<file path="src/rtl/serial_adder_ctrl.sv">
// Bit-serial WIDTH-bit adder: one shared Full_adder cell, one bit per clock, LSB first.
// Optional macro SERIAL_ADD_OVF_EN adds the signed-overflow output Ovf_out.

module Full_adder (
   input  logic A,
   input  logic B,
   input  logic C,
   output logic Sum,
   output logic Cout
);
   assign Sum  = A ^ B ^ C;
   assign Cout = (A & B) | (C & (A ^ B));
endmodule

module serial_adder_ctrl #(
   parameter int WIDTH = 8
) (
   input  logic             clk,
   input  logic             rst_n,
   input  logic             start,
   input  logic [WIDTH-1:0] A_in,
   input  logic [WIDTH-1:0] B_in,
   input  logic             Cin,
   output logic             busy,
   output logic             done,
   output logic [WIDTH-1:0] Sum_out,
`ifdef SERIAL_ADD_OVF_EN
   output logic             Cout_out,
   output logic             Ovf_out
`else
   output logic             Cout_out
`endif
);

   localparam int CW = $clog2(WIDTH) + 1;
   localparam logic [CW-1:0] LAST_BIT = CW'(WIDTH - 1);

   typedef enum logic [1:0] {S_IDLE, S_RUN, S_DONE} state_t;

   state_t           state_q, state_d;
   logic [WIDTH-1:0] opa_q, opa_d;
   logic [WIDTH-1:0] opb_q, opb_d;
   logic [WIDTH-1:0] acc_q, acc_d;
   logic [WIDTH-1:0] sum_q, sum_d;
   logic [CW-1:0]    cnt_q, cnt_d;
   logic             carry_q, carry_d;
   logic             cout_q, cout_d;
   logic             fa_sum, fa_cout;
   logic             last_bit;

   // The LSB of acc is always shifted out before the result is taken.
   logic             unused_acc_lsb;
   assign unused_acc_lsb = acc_q[0];

   Full_adder u_fa (
      .A   (opa_q[0]),
      .B   (opb_q[0]),
      .C   (carry_q),
      .Sum (fa_sum),
      .Cout(fa_cout)
   );

   assign last_bit = (cnt_q == LAST_BIT);

   // NOTE: sequential state uses non-blocking (<=) so every register samples pre-edge values.
   always_ff @(posedge clk or negedge rst_n) begin
      if (!rst_n) state_q <= S_IDLE;
      else        state_q <= state_d;
   end

   always_comb begin
      state_d = state_q;
      case (state_q)
         S_IDLE:  if (start) state_d = S_RUN;
         S_RUN:   if (last_bit) state_d = S_DONE;
         S_DONE:  state_d = S_IDLE;
         default: state_d = S_IDLE;
      endcase
   end

   always_comb begin
      busy = (state_q != S_IDLE);
      done = (state_q == S_DONE);
   end

   // NOTE: every _d gets a hold default first so no path through the case infers a latch.
   always_comb begin
      opa_d   = opa_q;
      opb_d   = opb_q;
      acc_d   = acc_q;
      sum_d   = sum_q;
      cnt_d   = cnt_q;
      carry_d = carry_q;
      cout_d  = cout_q;
      case (state_q)
         S_IDLE: begin
            if (start) begin
               opa_d   = A_in;
               opb_d   = B_in;
               carry_d = Cin;
               cnt_d   = '0;
            end
         end
         S_RUN: begin
            acc_d   = {fa_sum, acc_q[WIDTH-1:1]};
            carry_d = fa_cout;
            opa_d   = opa_q >> 1;
            opb_d   = opb_q >> 1;
            cnt_d   = cnt_q + CW'(1);
            if (last_bit) begin
               sum_d  = {fa_sum, acc_q[WIDTH-1:1]};
               cout_d = fa_cout;
            end
         end
         default: ;
      endcase
   end

   always_ff @(posedge clk or negedge rst_n) begin
      if (!rst_n) begin
         opa_q   <= '0;
         opb_q   <= '0;
         acc_q   <= '0;
         sum_q   <= '0;
         cnt_q   <= '0;
         carry_q <= 1'b0;
         cout_q  <= 1'b0;
      end else begin
         opa_q   <= opa_d;
         opb_q   <= opb_d;
         acc_q   <= acc_d;
         sum_q   <= sum_d;
         cnt_q   <= cnt_d;
         carry_q <= carry_d;
         cout_q  <= cout_d;
      end
   end

   assign Sum_out  = sum_q;
   assign Cout_out = cout_q;

`ifdef SERIAL_ADD_OVF_EN
   // Carry into the MSB differs from carry out of it exactly on two's-complement overflow.
   logic ovf_q;
   always_ff @(posedge clk or negedge rst_n) begin
      if (!rst_n)                           ovf_q <= 1'b0;
      else if (state_q == S_RUN && last_bit) ovf_q <= carry_q ^ fa_cout;
   end
   assign Ovf_out = ovf_q;
`endif

endmodule

</file>
<file path="config.mk">
export PLATFORM = sky130hd
export DESIGN_NAME = serial_adder_ctrl
export DESIGN_NICKNAME = d
export VERILOG_FILES = /design/src/rtl/serial_adder_ctrl.sv
export SDC_FILE = /design/constraint.sdc
export NUM_CORES = 1
export LEC_CHECK = 0
export ABC_CLOCK_PERIOD_IN_PS = 2020
export CORE_MARGIN = 2
export CORE_UTILIZATION = 39
export CTS_BUF_LIST = sky130_fd_sc_hd__clkbuf_8
export CTS_CLUSTER_SIZE = 30
export DETAILED_ROUTE_END_ITERATION = 16
export GPL_ROUTABILITY_DRIVEN = 0
export GPL_TIMING_DRIVEN = 1
export HOLD_SLACK_MARGIN = 0.03
export SLEW_MARGIN = 30
export SYNTH_ARGS = -nofsm -noshare
export SYNTH_HDL_FRONTEND = slang
export SYNTH_SLANG_ARGS = --single-unit
</file>
<file path="constraint.sdc">
create_clock -name clk -period 2.02 [get_ports clk]
set_input_delay 0.404 -clock clk [delete_from_list [all_inputs] [get_ports clk]]
set_output_delay 0.404 -clock clk [all_outputs]
set_load 0.02 [all_outputs]
</file>
Word-level counts from Yosys, hierarchy flattened
Cells that the tools add are included.

cells by class
  bitwise gates (word level) = 5
  $add $sub $neg = 1
  eq/ne operators = 5
  muxes and demuxes = 11
  reductions and logical operators = 6

operators by type and width
  cell                   number
  $pmux W8 S2            2
  $mux W8                2
  $pmux W4 S2            1
  $reduce_and A2 Y1      3
  $add A4 B1 Y4 const B  1
  $eq A4 B3 Y1 const B   1
  $mux W2                2
  $mux W4                1
  $ne A2 B2 Y1 const B   2
  $pmux W2 S2            1
  $reduce_bool A2 Y1     2
  $and A1 B1 Y1          2
  $eq A2 B1 Y1 const B   1
  $eq A2 B2 Y1 const B   1
  $logic_not A2 Y1       1
  $pmux W1 S2            1
  $xor A1 B1 Y1          2
  $mux W1                1
  $or A1 B1 Y1           1

storage, ports and cells
  register bits = 40
  input port bits = 20
  logic and storage cells = 36

Depth between registers and ports, before layout
Gate-level depths: netlist of run 1.

  depth in word-level cells = 4
  gate-level depth with buffers = 5
  mapped depth without buffers = 4

By module
From an unflattened synthesis of run 1, not the netlist that was laid out.

unflattened totals
  cells, all modules = 141
  area total of the unflattened synthesis = 1,644.1 µm²

modules (own cells, without submodules)
  module             area each (µm²)  instances  cells each
  serial_adder_ctrl  1,624.1          1          140
  Full_adder         20.0             1          1

Least setup slack after synthesis of run 1
Ideal clock, no wire load.

  kind = register -> output
  start point = reg state_q[0]
  end point = out busy
  stages on the path, launching flop included = 4
  arrival time = 1.014 ns
  setup slack = 0.602 ns
  cells stage by stage = dfrtp_1 > buf_4 > clkbuf_1 > or2_2

between the ends
  word-level cells in the longest chain between the ends = 1

ends and longest elaborated chain
  what                    RTL line  text
  from (decl)             40        state_t state_q, state_d;
  from (signal assigned)  68        else state_q <= state_d;
  $reduce_bool A2 Y1      82        busy = (state_q != S_IDLE);
  to (decl)               24        output logic busy,

Every way passes these cells.

Worst setup path in the final report of run 1
  start point = reg state_q[0]
  end point = out done

between the ends
  word-level cells in the longest chain between the ends = 1

ends and longest elaborated chain
  what          RTL line  text
  $eq A2 B2 Y1  83        done = (state_q == S_DONE);
  to (decl)     25        output logic done,

Every way passes these cells.

==> impl_metrics.xml, run 1 <==
<?xml version="1.0" encoding="UTF-8"?>
<metrics>
  <group name="run_status">
    <metric name="status" unit="">complete, no violations</metric>
  </group>
  <group name="floorplanning">
    <metric name="fp.dieArea" unit="um2">4820</metric>
    <metric name="ios" unit="">31</metric>
    <metric name="fp-row-count" unit="">23</metric>
    <metric name="initial_utilization" unit="">0.411</metric>
    <metric name="placeableCoreArea" unit="um2">4060</metric>
    <metric name="die_h" unit="um">69.4</metric>
    <metric name="die_w" unit="um">69.4</metric>
  </group>
  <group name="global_routing">
    <metric name="grt_first_pass_wirelength" unit="mm">5.79</metric>
    <metric name="grt_remaining_overflow" unit="">0</metric>
    <metric name="grt_antenna_before_repair" unit="">0</metric>
    <metric name="maximum_number_of_pins_on_one_net_before_global_route_repair" unit="">40</metric>
    <metric name="grt_pass1_vias" unit="">1229</metric>
    <metric name="global_route.usage.total" unit="">0.153</metric>
  </group>
  <group name="drt">
    <metric name="detailedRoute.firstPassIterationCount" unit="">4</metric>
    <metric name="initialDrtViolationCount" unit="">76</metric>
    <metric name="drc_errors" unit="">0</metric>
    <metric name="detail_route.wl_per_cell" unit="um">14.0</metric>
    <metric name="viasPerCell" unit="">5.22</metric>
    <metric name="dr_total_vias" unit="">1186</metric>
    <metric name="aggregate_routed_wire_length" unit="mm">3.18</metric>
    <metric name="postRouteAntennaNets" unit="">0</metric>
  </group>
  <group name="worst_setup_path">
    <metric name="worstPathMaxFanout" unit="">4</metric>
    <metric name="max_stage_delay_cell_worst_path" unit="">sky130_fd_sc_hd__clkdlybuf4s50_1</metric>
    <metric name="arrival" unit="ns">1.45</metric>
    <metric name="critPathMaxStageDelay" unit="ns">0.61</metric>
    <metric name="cp-end-kind" unit="">output pin</metric>
    <metric name="ff2ff_path_depth" unit="">4</metric>
    <metric name="crit_required" unit="ns">1.62</metric>
    <metric name="critPathKind" unit="">flip-flop to output pin</metric>
    <metric name="worst_setup_path_start_kind" unit="">flip-flop</metric>
    <metric name="crit_path_cell_chain" unit="">nor2b_1 -&gt; clkdlybuf4s50_1</metric>
  </group>
  <group name="sta">
    <metric name="fin_worst_skew" unit="ns">0.00114</metric>
    <metric name="setup_viol" unit="">0</metric>
    <metric name="final-max-slew-violation-count" unit="">0</metric>
    <metric name="final_critical_path_setup_slack" unit="ns">0.166</metric>
    <metric name="max_frequency" unit="GHz">0.539</metric>
    <metric name="grt_setup_unrepaired" unit="">false</metric>
    <metric name="setup_tns_final" unit="ns">0</metric>
    <metric name="layout_worst_path_cycle_share" unit="">0.918</metric>
    <metric name="final_hold_viol_count" unit="">0</metric>
    <metric name="worst_pin_slew" unit="ns">0.500</metric>
    <metric name="timing.max_slew.rel_slack" unit="">0.666</metric>
    <metric name="post-route-min-period" unit="ns">1.85</metric>
  </group>
  <group name="clocking">
    <metric name="h-tree-depth" unit="">2</metric>
    <metric name="cts_root_buf" unit="">sky130_fd_sc_hd__clkbuf_8</metric>
    <metric name="cts_post_setup_buffers_inserted" unit="">0</metric>
    <metric name="holdBufCountCts" unit="">0</metric>
    <metric name="clock_sink_count" unit="">39</metric>
    <metric name="clock_insertion_delay_worst_skew" unit="ns">0.28</metric>
    <metric name="clk_pin_slew_worst_paths" unit="ns">0.07</metric>
    <metric name="cts_tree" unit="">done</metric>
    <metric name="cts-root-to-sink-buffers" unit="">2</metric>
    <metric name="tritoncts.num_buffers" unit="">5</metric>
  </group>
  <group name="pwr">
    <metric name="peakVddDrop" unit="mV">0.590</metric>
    <metric name="power.static_leakage" unit="nW">0.910</metric>
    <metric name="power-per-cell-area" unit="nW/um2">1470</metric>
  </group>
  <group name="placement">
    <metric name="placed_area" unit="um2">2020</metric>
    <metric name="port_buffers" unit="">30</metric>
    <metric name="detailedPlace.worstSlack" unit="ns">0.305</metric>
    <metric name="dp.final_hpwl" unit="mm">2.22</metric>
  </group>
  <group name="logic_synthesis">
    <metric name="syn-mean-instance-area" unit="um2">11.7</metric>
    <metric name="synth_seq_cells" unit="">39</metric>
    <metric name="synth-warning-count" unit="">0</metric>
    <metric name="post_synth_inst_count" unit="">143</metric>
    <metric name="ys_seq_area_frac" unit="">0.585</metric>
    <metric name="post_synth_instance_area" unit="um2">1670</metric>
    <metric name="mappedNetlistNets" unit="">165</metric>
    <metric name="post_synth_num_cell_types" unit="">22</metric>
  </group>
  <group name="finish">
    <metric name="finish.net_count" unit="">198</metric>
    <metric name="num_antenna_cells" unit="">0</metric>
    <metric name="multi_input_gate_area" unit="um2">648</metric>
    <metric name="postLayoutCellArea" unit="um2">2130</metric>
    <metric name="post_route_cells_drive_above_1_share" unit="">0.186</metric>
    <metric name="seq_area" unit="um2">976</metric>
    <metric name="fillerInstances" unit="">365</metric>
    <metric name="flow.area_growth_from_synthesis" unit="%">27.5</metric>
  </group>
  <group name="hold_path">
    <metric name="worst_hold_path_type" unit="">primary input to asynchronous set/reset pin</metric>
  </group>
  <group name="job">
    <metric name="max-cap-violations" unit="">0</metric>
  </group>
</metrics>
[kinds of logic after synthesis]
logic type,synth area share
AOI/OAI and AO/OA,0.146
DFF,0.585
and+or+nand+nor,0.109
muxes,0.115
buffers and inverters,0.0263
adders and majority gates,0.0195
[cell usage in the layout, fill, tap and decap left out, types with 2 or more instances in the layout]
master	count
sky130_fd_sc_hd__a21oi_1	5
sky130_fd_sc_hd__a22oi_1	13
sky130_fd_sc_hd__and3b_1	2
sky130_fd_sc_hd__buf_4	5
sky130_fd_sc_hd__clkbuf_8	7
sky130_fd_sc_hd__clkdlybuf4s50_1	28
sky130_fd_sc_hd__dfrtp_1	39
sky130_fd_sc_hd__inv_1	2
sky130_fd_sc_hd__mux2_2	17
sky130_fd_sc_hd__nand2_1	21
sky130_fd_sc_hd__nand3_1	2
sky130_fd_sc_hd__nor2_1	2
sky130_fd_sc_hd__nor2b_1	5
sky130_fd_sc_hd__o21ai_0	19
[synth_stat cells]
master / instances / area [um2]
sky130_fd_sc_hd__clkbuf_1: 6 / 22.5
sky130_fd_sc_hd__nor3_4: 1 / 16.3
sky130_fd_sc_hd__nand3_1: 2 / 10.0
sky130_fd_sc_hd__buf_2: 2 / 10.0
sky130_fd_sc_hd__mux2_2: 17 / 191
sky130_fd_sc_hd__nor2b_1: 5 / 31.3
sky130_fd_sc_hd__nor2_1: 2 / 7.51
sky130_fd_sc_hd__ha_1: 1 / 12.5
sky130_fd_sc_hd__dfrtp_1: 39 / 976
sky130_fd_sc_hd__nand2b_4: 1 / 13.8
sky130_fd_sc_hd__and3b_1: 2 / 17.5
sky130_fd_sc_hd__o311ai_0: 1 / 8.76
sky130_fd_sc_hd__or2_2: 1 / 6.26
sky130_fd_sc_hd__inv_1: 1 / 3.75
sky130_fd_sc_hd__a22o_1: 1 / 8.76
sky130_fd_sc_hd__buf_4: 1 / 7.51
sky130_fd_sc_hd__o21ai_0: 19 / 95.1
sky130_fd_sc_hd__o21bai_1: 1 / 7.51
sky130_fd_sc_hd__a22oi_1: 13 / 97.6
sky130_fd_sc_hd__a21oi_1: 5 / 25.0
sky130_fd_sc_hd__fa_1: 1 / 20.0
sky130_fd_sc_hd__nand2_1: 21 / 78.8
[per-layer routing]
metal	vias to the layer above	track usage	routed length, um
li1	565	-	-
met5	-	0	0
met3	5	0.0581	130
met2	22	0.239	1570
met4	0	0.0523	37
met1	594	0.194	1440
[what timing repair did]
action	in CTS	in global routing
endpoints found under the setup margin	0	1
endpoints found under the hold margin	0	0
resized for setup	0	1
[sequential cells by signal, indices dropped and copies added (netlist names)]
name and cells:
Cout_out 1, Sum_out 8, acc_q 7, carry_q 1, cnt_q 4, opa_q 8, opb_q 8, state_q 2
[stage by stage]
step | total power [W] | hold slack, ns | utilization | std cells
CTS | 0.00317 | 0.172 | 0.523 | 227
global placement | 0.00254 | 0.462 | 0.499 | 219
global route | 0.00338 | 0.188 | 0.524 | 227
finish | 0.00312 | 0.156 | 0.524 | 227
detailed placement | 0.00261 | 0.472 | 0.499 | 219
floorplan | 0.00216 | 0.108 | - | 143
[critical path: cells and delay by family (launching register included)]
family	cells	cell delay, ns
buf+inv	1	0.61
flops	1	0.43
simple gates	1	0.13
[worst paths after layout]
check / to / slack [ns] / start
setup / recovery: done / 0.17 / state_q[0]
hold / removal: opb_q[3] / 0.16 / rst_n
max in group asynchronous: opb_q[0] / 1.52 / rst_n
setup reg to reg: Sum_out[5] / 0.41 / cnt_q[0]
hold reg to reg: opb_q[2] / 0.48 / opb_q[2]
min in group clk: opb_q[2] / 0.48 / opb_q[2]
[cell type report]
cell class / count / share of cell area
clock buffers: 7 / 0.0453
clock inverters: 1 / 0.00177
inverters: 1 / 0.00177
multi-input cells: 94 / 0.305
flip-flops and latches: 39 / 0.459
well taps: 50 / 0.0294
repair buffers: 35 / 0.158
[power by group]
part	switching [W]	internal (W)	leakage (nW)
combinational	0.000601	0.000635	0.354
sequential	0.000213	0.00111	0.500
clock	0.000258	0.000306	0.0557
total	0.00107	0.00205	0.910
Power figures use the tool's default switching activity.
==> run 2, diff against run 1 <==
- ABC_CLOCK_PERIOD_IN_PS: 2020 -> 2200
- TNS_END_PERCENT: default -> 20
- clock period: 2.02 -> 2.2 ns (I/O delays scaled with it)
==> run 2 against run 1 <==
Setup slack better by 0.046 ns. Register-to-register slack better by 0.18 ns. Final area down 1.1%. Total power down 10%. Non-clock buffer count down 1. Combinational power down 9%. Sequential power down 8%. Flip-flop and latch count unchanged. Global-route usage down 0.71 points. Routed wire length down 0.82%. First-iteration DRC count down 1.3%. Largest cell class unchanged. Largest power group unchanged. Highest routed layer unchanged.
==> impl_metrics.xml, run 2 (synthesis results as in run 1) <==
<?xml version="1.0" encoding="UTF-8"?>
<metrics>
  <group name="pwr">
    <metric name="power.static_leakage" unit="nW">0.893</metric>
    <metric name="net-switching-power" unit="W">0.000987</metric>
    <metric name="seqPwrFrac" unit="">0.432</metric>
    <metric name="power-per-cell-area" unit="nW/um2">1330</metric>
    <metric name="p_int" unit="W">0.00182</metric>
    <metric name="power_frac_clock" unit="">0.165</metric>
    <metric name="netSwitchingFraction" unit="">0.351</metric>
    <metric name="p_comb_frac" unit="">0.403</metric>
    <metric name="peakVddDrop" unit="mV">0.573</metric>
  </group>
  <group name="clocking">
    <metric name="cts_post_setup_buffers_inserted" unit="">0</metric>
    <metric name="h-tree-depth" unit="">2</metric>
    <metric name="clock_sink_count" unit="">39</metric>
    <metric name="cts_root_buf" unit="">sky130_fd_sc_hd__clkbuf_8</metric>
    <metric name="post_cts_sizing" unit="">0</metric>
    <metric name="tritoncts.num_buffers" unit="">5</metric>
    <metric name="holdBufCountCts" unit="">0</metric>
    <metric name="clock_insertion_delay_worst_skew" unit="ns">0.29</metric>
    <metric name="clk_pin_slew_worst_paths" unit="ns">0.08</metric>
    <metric name="cts_tree" unit="">done</metric>
    <metric name="cts-root-to-sink-buffers" unit="">2</metric>
  </group>
  <group name="floorplanning">
    <metric name="fp.dieArea" unit="um2">4820</metric>
    <metric name="fp-row-count" unit="">23</metric>
    <metric name="ios" unit="">31</metric>
    <metric name="die_w" unit="um">69.4</metric>
    <metric name="placeableCoreArea" unit="um2">4060</metric>
    <metric name="initial_utilization" unit="">0.411</metric>
    <metric name="die_h" unit="um">69.4</metric>
  </group>
  <group name="worst_setup_path">
    <metric name="max_stage_delay_cell_worst_path" unit="">sky130_fd_sc_hd__clkdlybuf4s50_1</metric>
    <metric name="worstReg2RegStart" unit="">cnt_q[0]</metric>
    <metric name="arrival" unit="ns">1.55</metric>
    <metric name="ff2ff_path_depth" unit="">4</metric>
    <metric name="critPathMaxStageDelay" unit="ns">0.53</metric>
    <metric name="critPathKind" unit="">flip-flop to output pin</metric>
    <metric name="cp-end-kind" unit="">output pin</metric>
    <metric name="reg2reg_capture_point" unit="">Sum_out[6]</metric>
    <metric name="worst_setup_path_start_kind" unit="">flip-flop</metric>
    <metric name="regToRegSetupSlack" unit="ns">0.59</metric>
    <metric name="worstPathMaxFanout" unit="">4</metric>
    <metric name="crit_required" unit="ns">1.76</metric>
    <metric name="crit_path_cell_chain" unit="">or2_2 -&gt; clkdlybuf4s50_1</metric>
  </group>
  <group name="finish">
    <metric name="layout.cells.most_common" unit="">sky130_fd_sc_hd__dfrtp_1</metric>
    <metric name="num_antenna_cells" unit="">0</metric>
    <metric name="flow.area_growth_from_synthesis" unit="%">26.1</metric>
    <metric name="seq_area" unit="um2">976</metric>
    <metric name="fillerInstances" unit="">359</metric>
    <metric name="finish.net_count" unit="">197</metric>
    <metric name="multi_input_gate_area" unit="um2">648</metric>
    <metric name="most_used_cells_in_the_layout_excluding_fill_and_tap_cells" unit="">39 x sky130_fd_sc_hd__dfrtp_1, 29 x sky130_fd_sc_hd__clkdlybuf4s50_1, 21 x sky130_fd_sc_hd__nand2_1</metric>
    <metric name="post_route_cells_drive_above_1_share" unit="">0.182</metric>
  </group>
  <group name="sta">
    <metric name="setup_tns_final" unit="ns">0</metric>
    <metric name="setup_viol" unit="">0</metric>
    <metric name="worst_pin_slew" unit="ns">0.502</metric>
    <metric name="layout_worst_path_cycle_share" unit="">0.903</metric>
    <metric name="grt_setup_unrepaired" unit="">false</metric>
    <metric name="timing.max_slew.rel_slack" unit="">0.664</metric>
    <metric name="fin_worst_skew" unit="ns">0.00606</metric>
    <metric name="post-route-min-period" unit="ns">1.99</metric>
    <metric name="final-max-slew-violation-count" unit="">0</metric>
    <metric name="hold_slack" unit="ns">0.116</metric>
    <metric name="final_hold_viol_count" unit="">0</metric>
    <metric name="max_frequency" unit="GHz">0.503</metric>
  </group>
  <group name="global_routing">
    <metric name="met1_usage" unit="">0.186</metric>
    <metric name="grt-busiest-layer" unit="">met2</metric>
    <metric name="grt_first_pass_wirelength" unit="mm">5.51</metric>
    <metric name="grt_pass1_vias" unit="">1172</metric>
    <metric name="global_route.usage.total" unit="">0.145</metric>
    <metric name="grt_remaining_overflow" unit="">0</metric>
    <metric name="globalRouteMet2Util" unit="">0.228</metric>
    <metric name="use_met3" unit="">0.0349</metric>
    <metric name="maximum_number_of_pins_on_one_net_before_global_route_repair" unit="">40</metric>
    <metric name="grt_antenna_before_repair" unit="">0</metric>
  </group>
  <group name="placement">
    <metric name="dp.final_hpwl" unit="mm">2.13</metric>
    <metric name="port_buffers" unit="">30</metric>
  </group>
  <group name="drt">
    <metric name="detailedRoute.firstPassIterationCount" unit="">4</metric>
    <metric name="postRouteAntennaNets" unit="">0</metric>
    <metric name="initialDrtViolationCount" unit="">75</metric>
    <metric name="dr_total_vias" unit="">1191</metric>
    <metric name="detail_route.wl_per_cell" unit="um">14.0</metric>
    <metric name="aggregate_routed_wire_length" unit="mm">3.15</metric>
    <metric name="drc_errors" unit="">0</metric>
    <metric name="viasPerCell" unit="">5.27</metric>
  </group>
  <group name="hold_path">
    <metric name="worst_hold_path_type" unit="">primary input to asynchronous set/reset pin</metric>
  </group>
  <group name="run_status">
    <metric name="status" unit="">complete, no violations</metric>
  </group>
  <group name="job">
    <metric name="max-cap-violations" unit="">0</metric>
  </group>
</metrics>
run 2: cell types whose count changed in the layout (fill, tap and decap cells not counted):
cell,previous run,this run
sky130_fd_sc_hd__buf_2,1,0
sky130_fd_sc_hd__dlymetal6s2s_1,1,0
sky130_fd_sc_hd__clkinv_2,0,1
sky130_fd_sc_hd__clkinvlp_4,0,1
sky130_fd_sc_hd__clkbuf_8,7,5
sky130_fd_sc_hd__clkdlybuf4s50_1,28,29
run 2: how the worst max path moves through the flow:
stage / start / to / slack, ns / cells past startpoint
after floorplan: state_q[0] / busy / 0.75 / 3
after global placement: start / opa_q[2] / 0.51 / 5
after detailed placement: start / opb_q[0] / 0.42 / 5
after CTS: state_q[0] / busy / 0.19 / 2
after global routing: state_q[0] / busy / 0.14 / 2
final: state_q[0] / busy / 0.21 / 2
run 2: power by group through the flow:
stage	combinational, W	sequential [W]	clock [W]
after global routing	0.00126	0.00126	0.000512
final	0.00113	0.00121	0.000463
after floorplan	0.000722	0.00126	0
after CTS	0.00115	0.00122	0.000480
after detailed placement	0.00116	0.00123	0
after global placement	0.00112	0.00122	0
run 2: final cells by class:
cell class / count / share of cell area
sequential: 39 / 0.464
multi-input combinational: 94 / 0.308
timing repair buffer: 34 / 0.156
clock buffer: 5 / 0.0327
tap: 50 / 0.0297
clock inverter: 3 / 0.00773
inverter: 1 / 0.00178
run 2: per-layer routing:
layer	share of wire	routed length, um
met5	0	0
met1	0.45	1410
met4	0.022	68
met3	0.039	124
met2	0.49	1550
run 2: metrics by stage:
step                      utilization  setup WS, ns  std cells  total power [W]  instance area (um2)
final                           0.518         0.212        226          0.00281                 2100
after global routing            0.518         0.143        226          0.00303                 2100
after CTS                       0.518         0.191        226          0.00285                 2100
after detailed placement        0.497         0.421        218          0.00239                 2020
after global placement          0.497         0.506        218          0.00233                 2020
after floorplan                     -         0.746        143          0.00199                 1670
run 2: worst max-delay path, delay by kind of cell (launching register included):
family	cells	cell delay [ns]
buffers and inverters	1	0.53
DFF	1	0.44
and+or+nand+nor	1	0.29
